<file path="src/rtl/l_accum.sv">
// l_accum: iterative L-transform accumulator fed by registered per-byte lookup tables.
// Define L_ACCUM_SBOX_EN to place the pi S-box in the address path (computes L(S(x))).
module l_accum #(
  parameter int unsigned W  = 128,
  parameter int unsigned NB = W / 8
) (
  input  logic         clk,
  input  logic         reset,
  input  logic         in_valid,
  output logic         in_ready,
  input  logic [W-1:0] in_dat,
  output logic [3:0]   tbl_sel,
  output logic [7:0]   tbl_addr,
  input  logic [W-1:0] tbl_dat,
  output logic         out_valid,
  input  logic         out_ready,
  output logic [W-1:0] out_dat
);

  typedef enum logic [1:0] {StIdle, StIssue, StDrain, StDone} state_e;

  localparam logic [3:0] LastCnt = 4'(NB - 1);

`ifdef L_ACCUM_SBOX_EN
  localparam int unsigned Pi [256] = '{
    252, 238, 221,  17, 207, 110,  49,  22, 251, 196, 250, 218,  35, 197,   4,  77,
    233, 119, 240, 219, 147,  46, 153, 186,  23,  54, 241, 187,  20, 205,  95, 193,
    249,  24, 101,  90, 226,  92, 239,  33, 129,  28,  60,  66, 139,   1, 142,  79,
      5, 132,   2, 174, 227, 106, 143, 160,   6,  11, 237, 152, 127, 212, 211,  31,
    235,  52,  44,  81, 234, 200,  72, 171, 242,  42, 104, 162, 253,  58, 206, 204,
    181, 112,  14,  86,   8,  12, 118,  18, 191, 114,  19,  71, 156, 183,  93, 135,
     21, 161, 150,  41,  16, 123, 154, 199, 243, 145, 120, 111, 157, 158, 178, 177,
     50, 117,  25,  61, 255,  53, 138, 126, 109,  84, 198, 128, 195, 189,  13,  87,
    223, 245,  36, 169,  62, 168,  67, 201, 215, 121, 214, 246, 124,  34, 185,   3,
    224,  15, 236, 222, 122, 148, 176, 188, 220, 232,  40,  80,  78,  51,  10,  74,
    167, 151,  96, 115,  30,   0,  98,  68,  26, 184,  56, 130, 100, 159,  38,  65,
    173,  69,  70, 146,  39,  94,  85,  47, 140, 163, 165, 125, 105, 213, 149,  59,
      7,  88, 179,  64, 134, 172,  29, 247,  48,  55, 107, 228, 136, 217, 231, 137,
    225,  27, 131,  73,  76,  63, 248, 254, 141,  83, 170, 144, 202, 216, 133,  97,
     32, 113, 103, 164,  45,  43,   9,  91, 203, 155,  37, 208, 190, 229, 108,  82,
     89, 166, 116, 210, 230, 244, 180, 192, 209, 102, 175, 194,  57,  75,  99, 182
  };

  function automatic logic [7:0] sub_byte(input logic [7:0] b);
    return 8'(Pi[b]);
  endfunction
`else
  function automatic logic [7:0] sub_byte(input logic [7:0] b);
    return b;
  endfunction
`endif

  state_e       state_q, state_d;
  logic [W-1:0] sr_q, sr_d;
  logic [W-1:0] acc_q, acc_d;
  logic [3:0]   cnt_q, cnt_d;
  logic [3:0]   sel_q, sel_d;
  logic [7:0]   addr_q, addr_d;
  logic         pend_q, pend_d;

  always_comb begin
    state_d = state_q;
    sr_d    = sr_q;
    acc_d   = acc_q;
    cnt_d   = cnt_q;
    sel_d   = sel_q;
    addr_d  = addr_q;
    pend_d  = 1'b0;

    // pend_q marks the cycle in which the word addressed one cycle earlier is on tbl_dat.
    if (pend_q) begin
      acc_d = acc_q ^ tbl_dat;
    end

    unique case (state_q)
      StIdle: begin
        if (in_valid) begin
          // Byte 0 is presented straight away; the rest shift down one per issue cycle.
          sr_d    = in_dat >> 8;
          acc_d   = '0;
          cnt_d   = '0;
          sel_d   = '0;
          addr_d  = sub_byte(in_dat[7:0]);
          state_d = StIssue;
        end
      end
      StIssue: begin
        pend_d = 1'b1;
        if (cnt_q == LastCnt) begin
          cnt_d   = '0;
          state_d = StDrain;
        end else begin
          cnt_d  = cnt_q + 4'd1;
          sel_d  = cnt_q + 4'd1;
          addr_d = sub_byte(sr_q[7:0]);
          sr_d   = sr_q >> 8;
        end
      end
      StDrain: begin
        state_d = StDone;
      end
      StDone: begin
        if (out_ready) begin
          state_d = StIdle;
        end
      end
      default: begin
        state_d = StIdle;
      end
    endcase
  end

  always_ff @(posedge clk) begin
    if (reset) begin
      state_q <= StIdle;
      sr_q    <= '0;
      acc_q   <= '0;
      cnt_q   <= '0;
      sel_q   <= '0;
      addr_q  <= '0;
      pend_q  <= 1'b0;
    end else begin
      state_q <= state_d;
      sr_q    <= sr_d;
      acc_q   <= acc_d;
      cnt_q   <= cnt_d;
      sel_q   <= sel_d;
      addr_q  <= addr_d;
      pend_q  <= pend_d;
    end
  end

  assign in_ready  = (state_q == StIdle) && !reset;
  assign out_valid = (state_q == StDone);
  assign out_dat   = acc_q;
  assign tbl_sel   = sel_q;
  assign tbl_addr  = addr_q;

endmodule
</file>
<file path="config.mk">
export PLATFORM = sky130hd
export DESIGN_NAME = l_accum
export DESIGN_NICKNAME = d
export VERILOG_FILES = /design/src/rtl/l_accum.sv
export SDC_FILE = /design/constraint.sdc
export NUM_CORES = 1
export LEC_CHECK = 0
export ABC_AREA = 1
export BUFFER_PORTS_ARGS = -buffer_cell sky130_fd_sc_hd__buf_2
export CORE_MARGIN = 10
export CORE_UTILIZATION = 50
export DETAILED_ROUTE_END_ITERATION = 10
export HOLD_SLACK_MARGIN = 0.1
export PLACE_DENSITY = 0.8
export SYNTH_ARGS = -nofsm -noshare
export SYNTH_HDL_FRONTEND = slang
export SYNTH_SLANG_ARGS = --single-unit
</file>
<file path="constraint.sdc">
create_clock -name clk -period 1.7 [get_ports clk]
set_input_delay 0.17 -clock clk [delete_from_list [all_inputs] [get_ports clk]]
set_output_delay 0.17 -clock clk [all_outputs]
set_load 0.02 [all_outputs]
</file>
==> Word-level counts from Yosys, hierarchy flattened <==
Index checks and enable logic that the tools add are counted.
{ "totals": {"reg_bits": 275, "latchBits": 0, "ram_bits": 0, "mem_bits_ro": 0, "in_bits": 260, "out_inout_bits": 142, "wordCells": 43, "n_memories": 0} }
{ "op_classes": {"addsub": 1, "n_mul": 0, "div": 0, "n_lt_le_gt_ge": 0, "eq_ne": 8, "shifts": 0, "mux": 19, "bitwise_logic": 1, "n_reduce_logical": 7} }
{ "op_table": {"columns": ["operator", "count"], "rows": [
  ["two-way mux 128 bit", 5],
  ["case mux 128 bit (2 select lines)", 1],
  ["XOR 128 bit", 1],
  ["two-way mux 8 bit", 2],
  ["case mux 4 bit (2 select lines)", 2],
  ["case mux 8 bit (2 select lines)", 1],
  ["two-way mux 4 bit", 3],
  ["case mux 2 bit (4 select lines)", 1],
  ["two-way mux 2 bit", 3],
  ["!= test 2 bit, second input constant", 3],
  ["AND reduction 3 bit", 2],
  ["adder 4 x 1 -> 4 bit, second input constant", 1],
  ["== test 2 bit, second input constant", 2],
  ["== test 4 bit, second input constant", 1],
  ["== test 2 x 1 -> 1 bit, second input constant", 1],
  ["logical NOT 2 bit", 1],
  ["!= test 2 x 1 -> 1 bit, second input constant", 1],
  ["AND reduction 2 bit", 1],
  ["nonzero test 2 bit", 1],
  ["logical AND 1 bit", 1],
  ["logical NOT 1 bit", 1],
  ["two-way mux 1 bit", 1]
]} }

==> Longest topological paths before layout <==
{ "depth": {"word_depth": 4, "mapped_depth": 11, "depth_no_buf": 9} }

==> Worst setup path before layout <==
Ideal clock, no wire load.
{ "synth_path": {"kind": "register -> register", "start": "reg state_q[1]", "end": "reg addr_q[0] (netlist: tbl_addr[0])", "setup_time_ps": 116, "arrival_time_ps": 1414, "required_time_ps": 1584, "setup_slack_ps": 171, "path_stages_with_launch": 12, "path_buffers": 3, "synth_period_minus_slack_ps": 1529, "cell_sequence": "dfxtp_1 -> inv_1 -> ha_1 -> buf_4 -> nand2_2 -> nand2_4 -> nand2_4 -> inv_2 -> buf_6 -> buf_6 -> nor2_1 -> nor2_1"} }
{ "synth_between": {"elab_chain_cells": 3, "elab_cells_between_ends": 7, "cone_classes": "eq/ne (3); mux (1); reduce/logical (3)"} }
{ "synth_lines": {"columns": ["item", "line_no", "text"], "rows": [
  ["start, declared", "53", "state_e state_q, state_d;"],
  ["start signal, assigned", "115", "state_q <= StIdle;"],
  ["start signal, assigned", "123", "state_q <= state_d;"],
  ["== test 2 x 1 -> 1 bit or logical NOT 2 bit (tied branches)", "75", "unique case (state_q)"],
  ["!= test 2 bit (no source line) or nonzero test 2 bit (tied branches)", null, null],
  ["AND reduction 3 bit (no source line)", null, null],
  ["end signal, assigned", "128", "addr_q <= addr_d;"],
  ["end, declared", "58", "logic [7:0] addr_q, addr_d;"]
]} }
Parallel ways exist; a longest one is shown, timed or not.
A chain may end at the register's enable or synchronous reset.

==> Worst setup path after layout <==
{ "layout_path": {"start": "reg state_q[1]", "end": "reg sr_q[119]"} }
{ "layout_between": {"elab_chain_cells": 3, "elab_cells_between_ends": 7, "cone_classes": "eq/ne (3); mux (1); reduce/logical (3)"} }
{ "layout_lines": {"columns": ["item", "line_no", "text"], "rows": [
  ["== test 2 x 1 -> 1 bit or logical NOT 2 bit (tied branches)", "75", null],
  ["!= test 2 bit (no source line) or nonzero test 2 bit (tied branches)", null, null],
  ["AND reduction 3 bit (no source line)", null, null],
  ["end signal, assigned", "124", "sr_q <= sr_d;"],
  ["end, declared", "54", "logic [W-1:0] sr_q, sr_d;"]
]} }
Parallel ways exist; a longest one is shown, timed or not.

==> impl_metrics.toml <==
[synthesis]
synth_area_leaders = "dfxtp_1, nand2_1, nor2_1"
ys_seq_area_share_pct = 46.3
async_flop_share_pct = 0
synth_top_area_cell = "dfxtp_1"
synth_top_area_share_pct = 46.3
syn_area_um2 = 11500
synthCells = 1706
syn_nets = 1972
synthTopCellsByCount = "nand2_1, nor2_1, dfxtp_1, a21oi_1, nand3_1"
syn_area_per_cell_um2 = 6.77
ys.flop_type = "dfxtp_1"
synth_cell_types = 23
synth_seq_cells = 267
synth-edff-count = 0
yosysWarnings = 0
yosysMostFrequentCell = "nand2_1"

[clock_tree]
clkTransAtPathRegs_ps = 60
clock_path_buffers = 3
cts_root_buf = "clkbuf_16"
worstSkewPairLatency_ps = 550
cts_sinks = 267
cts_buffers = 28
htree_num_levels = 1
cts_tree = "done"

[min_path]
hold_class = "primary input to flip-flop"
whs_path_depth = 3

[sta]
max_freq_mhz = 575
slew_headroom_pct = 71.0
postLayoutSetupSlackWorst_ps = -37.9
period_needed_ps = 1740
finalMaxSlewViolations = 0
hold_viol = 0
worst_slew_pin_slew_ps = 434
fin_crit_sh_pct = 102
setup_viol = 1
rsz0062_at_grt = "true"
fin_skew_ps = 27.9
fin_tns_setup_ps = -37.9

[die]
core_area_um2 = 22700
dieArea_um2 = 29600
die_width_um = 172
rows = 55
chipHeight_um = 172
ios = 402
start_util_pct = 50.8

[critical_path]
r2r_slack_ps = -40
worstSetupStartpoint = "state_q[1]"
start_kind = "flip-flop"
critical_path_arrival_ps = 2200
endpoint = "sr_q[119]"
rr_endpoint = "sr_q[119]"
timing_worst_setup_path_type = "flip-flop to flip-flop"
cp.required_ps = 2160
cp_max_fo = 34
r2r_start = "state_q[1]"
end_kind = "flip-flop"
r2r_cells = 8

[power_and_ir_drop]
totalPowerFinal_mw = 26.4
leakagePower_nw = 8.44
power_density_nw_per_um2 = 1480
ir_drop_mv = 0.956

[status]
failed_checks = "setup timing"
status = "finished, violations left"

[place]
hpwl_mm = 26.8
port_buffers = 401
dp.cells = 2321
globalplace.congestion = 0.818
place_area_um2 = 13800

[routing]
wire_per_inst_um = 19.2
antenna_left = 0
drtIter0Drc = 1732
post-route-drc-count = 0
viasPerCell = 5.58
wl_mm = 51.2
first_pass_iters = 5
vias = 14900

[grt]
grt_overflow_total = 0
grt_max_degree = 111
antenna_found_initial = 15
grt_pass1_wl_mm = 73.9
grt_pass1_vias = 14400
grt_util_all_layers_pct = 30.7

[cells_and_area]
drive_above_1_share_pct = 23.2
design_area_um2 = 17900
fin_cells = 2665
nets = 2606
area_delta_synth_final_pct = 54.8

[job]
cap_violations = 0
## critical path, cell delays in order, from the launching register on
cell and delay (ps):
dfxtp_2 330, inv_2 80, buf_4 120, ha_4 220, nand4_4 160, nand2_8 180, clkbuf_16 250, nand2_1 120
a21oi_1 200
## through the flow
stage	hold slack [ps]	setup WS, ps	utilization (%)
2_1_floorplan	319	171	-
5_1_grt	154	-136	78.6
3_5_place_dp	430	-38.0	60.9
4_1_cts	107	-32.1	76.5
6_report	151	-37.9	78.7
3_3_place_gp	423	38.7	60.9
## per-layer routing
metal	vias to the layer above	global-route usage, %	share of wire, %
li1	6757	-	-
met1	6740	31.2	33
met2	1067	53.4	49
met3	314	8.73	11
met4	0	21.4	7.1
met5	-	0	0
## cells by family after synthesis
group                      after synthesis  share of synthesized area (%)
AOI/OAI and AO/OA                      267                           11.6
adders and majority gates                6                          0.650
DFF                                    267                           46.3
and+or+nand+nor                       1039                           35.6
buffers and inverters                  127                           5.90
## worst min-delay path by stage
stage,startpoint,end,slack (ps)
floorplan,in_dat[120],sr_q[112],320
global placement,in_dat[125],sr_q[117],420
detailed placement,in_dat[127],sr_q[119],430
CTS,reset,pend_q,110
global route,reset,pend_q,150
finish,reset,pend_q,150
## where the power goes
group / switching [mW] / internal [mW] / leakage, nW
clock: 2.57 / 3.69 / 0.465
sequential: 1.04 / 7.81 / 2.19
combinational: 6.89 / 4.37 / 5.79
total: 10.5 / 15.9 / 8.44
## area by class of cell
class / count / area, um^2
fill: 1358 / 4850
clock buffer: 44 / 882
clock inverter: 6 / 57.6
sequential: 267 / 5350
tap: 285 / 357
multi-input combinational: 1312 / 5630
inverter: 18 / 80.1
timing repair buffer: 713 / 5460
antenna: 20 / 50.0
## state kept, by name, summed over array words and instances (netlist names)
name and cells:
state_q 2, pend_q 1, tbl_addr 8, sr_q 120
cnt_q 4, tbl_sel 4, out_dat 128
## layout by cell type, fill, tap and decap left out
master,n
a21oi_1,143
buf_12,14
buf_16,6
buf_2,400
buf_4,25
buf_6,3
bufinv_16,1
clkbuf_1,5
clkbuf_16,38
clkbuf_8,10
clkinv_2,4
clkinvlp_4,1
dfxtp_1,264
dfxtp_2,2
dfxtp_4,1
diode_2,20
dlygate4sd3_1,256
ha_1,4
ha_4,2
inv_1,11
inv_2,4
inv_4,2
inv_8,1
nand2_1,525
nand2_2,2
nand2_4,1
nand2_8,1
nand3_1,124
nand3b_1,1
nand4_1,1
nand4_4,1
nor2_1,356
nor2_2,19
nor2_4,2
o21ai_0,67
o21ai_1,55
o21ai_2,2
or2_2,6
## repair_timing
action | 4_1_cts | 5_1_grt
hold buffers | 256 | 0
endpoints found under the hold margin | 256 | 0
setup buffers | 3 | 4
resized for setup | 6 | 58
pin swaps | 1 | 3
gates cloned | 0 | 11
endpoints found under the setup margin | 28 | 181
No activity file was read; power rests on OpenSTA's default activity.
